<file path="src/rtl/matrix_pkg.sv">
// matrix_pkg: shared types and size helpers for the row collector
package matrix_pkg;
    typedef enum logic [1:0] {IDLE, CAPTURE, FULL} state_t;

    function automatic int row_bytes(int n, int bits);
        return n * bits / 8;
    endfunction

    function automatic int mat_bytes(int n, int bits);
        return n * n * bits / 8;
    endfunction
endpackage

</file>
<file path="src/rtl/c_row_mem.sv">
// c_row_mem: N x row register array with accumulating row write and registered byte read
module c_row_mem
    import matrix_pkg::*;
#(
    parameter int BITS = 8,
    parameter int N = 8,
    parameter int ROW_AW = 3,
    parameter int RD_AW = 10
) (
    input  logic                clk,
    input  logic                rst,
    input  logic                wr,
    input  logic                accum,
    input  logic [ROW_AW-1:0]   wr_idx,
    input  logic [N*BITS-1:0]   wr_row,
    input  logic                rd_en,
    input  logic [RD_AW-1:0]    rd_addr,
    output logic [7:0]          rd_data,
    output logic                rd_valid
);
    localparam int ROW_BYTES = row_bytes(N, BITS);
    localparam int MAT_BYTES = mat_bytes(N, BITS);

    typedef logic [N-1:0][BITS-1:0] row_t;

    row_t mem [N];
    row_t in_row;
    logic [N*BITS-1:0] rd_row;
    logic [ROW_AW-1:0] ri;
    int off;

    assign in_row = wr_row;

    // Elements are little-endian and packed contiguously, so a row byte offset is a plain bit offset
    always_comb begin
        ri = ROW_AW'(int'(rd_addr) / ROW_BYTES);
        off = int'(rd_addr) % ROW_BYTES;
        rd_row = mem[ri];
    end

    always_ff @(posedge clk)
        if (wr)
            for (int i = 0; i < N; i++)
                mem[wr_idx][i] <= accum ? mem[wr_idx][i] + in_row[i] : in_row[i];

    always_ff @(posedge clk or posedge rst)
        if (rst) begin
            rd_data <= 8'h00;
            rd_valid <= 1'b0;
        end else begin
            rd_valid <= rd_en;
            if (rd_en)
                rd_data <= int'(rd_addr) >= MAT_BYTES ? 8'h00 : rd_row[off*8 +: 8];
        end
endmodule

</file>
<file path="src/rtl/c_row_collector.sv">
// c_row_collector: captures N strobed partial-product rows into a matrix and serves it bytewise
module c_row_collector
    import matrix_pkg::*;
#(
    parameter int BITS = 8,
    parameter int N = 8,
    parameter int ROW_AW = 3,
    parameter int RD_AW = 10
) (
    input  logic                clk,
    input  logic                rst,
    input  logic                start,
    input  logic                accum,
    input  logic [N*BITS-1:0]   row_in,
    input  logic                row_wr,
    input  logic                rd_en,
    input  logic [RD_AW-1:0]    rd_addr,
    output logic [7:0]          rd_data,
    output logic                rd_valid,
    output logic                busy,
    output logic                done,
    output logic                ovf
);
    state_t state;
    logic [ROW_AW-1:0] cnt;
    logic accum_q;
    logic wr;

    // start takes priority, so a coincident strobe is dropped
    assign wr = row_wr && !start && state == CAPTURE;

    always_ff @(posedge clk or posedge rst)
        if (rst) begin
            state <= IDLE;
            cnt <= '0;
            accum_q <= 1'b0;
            busy <= 1'b0;
            done <= 1'b0;
            ovf <= 1'b0;
        end else if (start) begin
            state <= CAPTURE;
            cnt <= '0;
            accum_q <= accum;
            busy <= 1'b1;
            done <= 1'b0;
            ovf <= 1'b0;
        end else if (row_wr) begin
            if (state == CAPTURE) begin
                cnt <= cnt + 1'b1;
                if (cnt == ROW_AW'(N - 1)) begin
                    state <= FULL;
                    busy <= 1'b0;
                    done <= 1'b1;
                end
            end else
                ovf <= 1'b1;
        end

    c_row_mem #(.BITS(BITS), .N(N), .ROW_AW(ROW_AW), .RD_AW(RD_AW)) u_mem (
        .clk(clk),
        .rst(rst),
        .wr(wr),
        .accum(accum_q),
        .wr_idx(cnt),
        .wr_row(row_in),
        .rd_en(rd_en),
        .rd_addr(rd_addr),
        .rd_data(rd_data),
        .rd_valid(rd_valid)
    );
endmodule
</file>
<file path="config.mk">
export PLATFORM = sky130hd
export DESIGN_NAME = c_row_collector
export DESIGN_NICKNAME = d
export VERILOG_FILES = /design/src/rtl/matrix_pkg.sv /design/src/rtl/c_row_mem.sv /design/src/rtl/c_row_collector.sv
export SDC_FILE = /design/constraint.sdc
export NUM_CORES = 1
export LEC_CHECK = 0
export ABC_CLOCK_PERIOD_IN_PS = 8150
export CAP_MARGIN = 10
export CORE_MARGIN = 2
export CORE_UTILIZATION = 60
export CTS_CLUSTER_DIAMETER = 150
export DETAILED_ROUTE_END_ITERATION = 16
export PLACE_DENSITY = 0.79
export SLEW_MARGIN = 30
export SYNTH_ARGS = -nofsm -noshare
export SYNTH_HDL_FRONTEND = slang
export SYNTH_SLANG_ARGS = --single-unit
</file>
<file path="constraint.sdc">
create_clock -name clk -period 8.15 [get_ports clk]
set_input_delay 1.2225 -clock clk [delete_from_list [all_inputs] [get_ports clk]]
set_output_delay 1.2225 -clock clk [all_outputs]
set_load 0.01 [all_outputs]
</file>
==> flow_summary.ini <==
[clock_network]
cts_tree = done
htree_levels = 2
post-cts-setup-buffer-count = 0
clockRootBuffer = clkbuf_16
clkSinkCount = 528
clockBufferDepth = 3
clkLatencyLatePin_ns = 0.61
cts_hold_buffers = 0
cts_buffers = 54
path_clk_slew_ns = 0.06
ctsResizeCount = 0

[detailed_routing]
vias = 16338
routed_wl_mm = 69.2
avgRoutedWirePerCell_um = 29.9
ant_nets = 0
viasPerCell = 7.06
drc = 0
first_pass_iters = 6
first_iter_violations = 2264

[layout]
syn_to_final_growth_pct = 12.4
fin_nets = 1823
insertedDiodeCount = 0
layout.area.seq_um2 = 15800
fillCellCount = 2896
drive_gt1_share_pct = 26.9
multi_input_area_um2 = 10700

[timing]
slew_violations = 0
rsz0062_at_grt = no
finalSetupTns_ns = 0
relSlewSlack_pct = 32.8
fin_skew_ns = 0.0198
finalSetupViolCount = 0
period_needed_ns = 4.88
max_freq_ghz = 0.205
min_period_over_period_pct = 59.9
hold_violations = 0
hold_ws_ns = 0.537
tightest_slew_ns = 1.01

[global_routing]
busiest_layer = met2
grt.overflow.total = 0
grt_use_met3_pct = 6.18
use_met2_pct = 47.7
grt_pass1_wl_mm = 104
antenna_found_initial = 0
grt_max_degree = 127
grt_pass1_vias = 16306
grtUsageTotal_pct = 30.1
use_met1_pct = 42.3

[yosys]
yosys_warnings = 0
yosysSeqAreaShare_pct = 58.4
synth_cells = 1591
synth_top_area_share_pct = 56.9
netlist-cell-type-count = 57
synth_area_leaders = edfxtp_1, mux4_2, mux2_2
synth.largest_area_cell = edfxtp_1
yosys_register_bits = 528
synth_area_um2 = 27000
ys_async_sr_fraction_pct = 3.03
synth_flop_cell = edfxtp_1
synth_area_per_cell_um2 = 17.0
synth.most_common_cell = edfxtp_1
synth.top_cells.by_count = edfxtp_1, mux4_2, mux2_2
synth-edff-count = 512
synthesis.nets = 1737

[floorplan]
dieWidth_um = 216
rows = 77
core_um2 = 44300
pin_count = 92
start_util_pct = 61.0
dieArea_um2 = 46800
die_h_um = 216

[worst_setup_path]
cp.required_ns = 8.48
critical_path.startpoint_type = flop
cp_max_fo = 42
cp_num_buf_inv = 1
reg2reg_slack_ns = 3.27
crit_slowest_cell = dfrtp_4
crit_family = compound AO/OA/AOI/OAI gates
regToRegStartpoint = cnt[0]$_DFFE_PP0P_
worstReg2RegEnd = u_mem.mem[3][55]$_DFFE_PP_
cp.arrival_ns = 5.22
worst-r2r-cell-count = 10
crit_chain = buf_4, mux4_2, mux2_2, ha_1, a21oi_1, o211ai_1, o41ai_1, xor2_1, nand2_1, xnor2_1
worst_setup_path_end_kind = flop
max_stage_delay_ns = 0.96
critPathKind = flop to flop

[placement]
gp_congestion = 0.879
portBuffers = 91
dp_hpwl_mm = 42.9

[hold_path]
hold_path_class = flop to flop
min_to = ovf$_DFFE_PP0P_
min_from = ovf$_DFFE_PP0P_
hold_depth = 2

[pwr]
leakagePower_nw = 9.99
p_switching_w = 0.00175
power_density_nw_per_um2 = 231
power.internal_w = 0.00526
p_clk_share_pct = 36.5
swShare_pct = 24.9
power_w = 0.00701
peakVddDrop_mv = 0.170
seq_power_share_pct = 46.8
pwr-share-comb_pct = 16.6

[job]
maxCapViolCount = 0

[outcome]
status = finished, final reports clean
-- sequential cells by signal (all words and copies together), names as in the netlist --
name and count:
accum_q 1, cnt 3, done 1, ovf 1, state 1, u_mem.mem 512, u_mem.rd_data 8, u_mem.rd_valid 1
-- power by group through the flow --
| stage | Clock, W | Sequential [W] | Combinational, W |
|---|---|---|---|
| after global placement | 0 | 0.00333 | 0.00111 |
| after floorplan | 0 | 0.00330 | 0.000860 |
| final | 0.00256 | 0.00328 | 0.00117 |
| after CTS | 0.00258 | 0.00328 | 0.00116 |
| after detailed placement | 0 | 0.00334 | 0.00115 |
| after global routing | 0.00268 | 0.00329 | 0.00127 |
-- worst max-delay path by stage --
stage                     slack [ns]               start  depth (start not counted)                         end
final                           3.27  cnt[0]$_DFFE_PP0P_                         10  u_mem.mem[3][55]$_DFFE_PP_
after global routing            2.84  cnt[0]$_DFFE_PP0P_                         11  u_mem.mem[4][47]$_DFFE_PP_
after CTS                       3.21  cnt[0]$_DFFE_PP0P_                         10  u_mem.mem[1][55]$_DFFE_PP_
after detailed placement        3.23  cnt[0]$_DFFE_PP0P_                         10  u_mem.mem[5][55]$_DFFE_PP_
after global placement          3.36  cnt[0]$_DFFE_PP0P_                         12  u_mem.mem[4][54]$_DFFE_PP_
after floorplan                 1.42               start                          3   u_mem.mem[0][0]$_DFFE_PP_
-- cell usage in the layout, fill, tap and decap left out, types with 13 or more instances in the layout --
cell type        instances
clkbuf_16               57
ha_1                    58
clkdlybuf4s50_1         87
buf_4                   29
xnor2_1                 32
inv_1                   43
nor2b_1                 29
edfxtp_1               512
clkinv_1                13
nand3_1                 42
a21oi_1                 34
mux4_2                 230
nor2_1                  66
nand2_1                 59
mux2i_1                 86
mux2_2                  91
o211ai_1                13
o21ai_0                 23
a22oi_1                 25
clkinv_2                16
-- logic make-up after synthesis --
family	Yosys count	synth area share [%]
DFF	528	58.4
and+or+nand+nor	249	4.37
AOI/OAI and AO/OA	161	4.09
xor gates and xnor gates	41	1.33
muxes	407	26.1
buffers and inverters	139	2.43
adders and majority gates	66	3.28
-- worst reg2reg max path, delay by kind of cell, from the launching register on --
family                     cells  cell delay (ns)
adders and majority gates      1             0.20
DFF                            1             0.96
buffers and inverters          1             0.78
xor gates and xnor gates       2             0.70
muxes                          2             0.92
AOI/OAI and AO/OA              3             0.96
and+or+nand+nor                1             0.10
-- through the flow --
step           cells  area, um^2  worst slack, ns  utilization (%)
6_report        2315       30400             3.27             68.6
5_1_grt         2315       30400             2.84             68.6
4_1_cts         2314       30400             3.21             68.5
3_5_place_dp    2212       28500             3.23             64.3
3_3_place_gp    2212       28500             3.36             64.3
2_1_floorplan   1591       27000             1.42                -
-- layer usage --
metal  wire (um)  vias to the layer above
met5           0                        -
met4        2400                        0
met3        7110                      170
met2       33200                     1078
met1       26500                     8385
li1            -                     6705
-- cell type report --
type,instances,area share [%]
Clock buffer,63,4.77
Clock inverter,39,1.31
Inverter,47,0.585
Multi-Input combinational cell,924,35.1
Sequential cell,528,51.9
Tap cell,592,2.44
Timing Repair Buffer,122,3.84
Note: power is estimated with default switching activity, not from simulation.
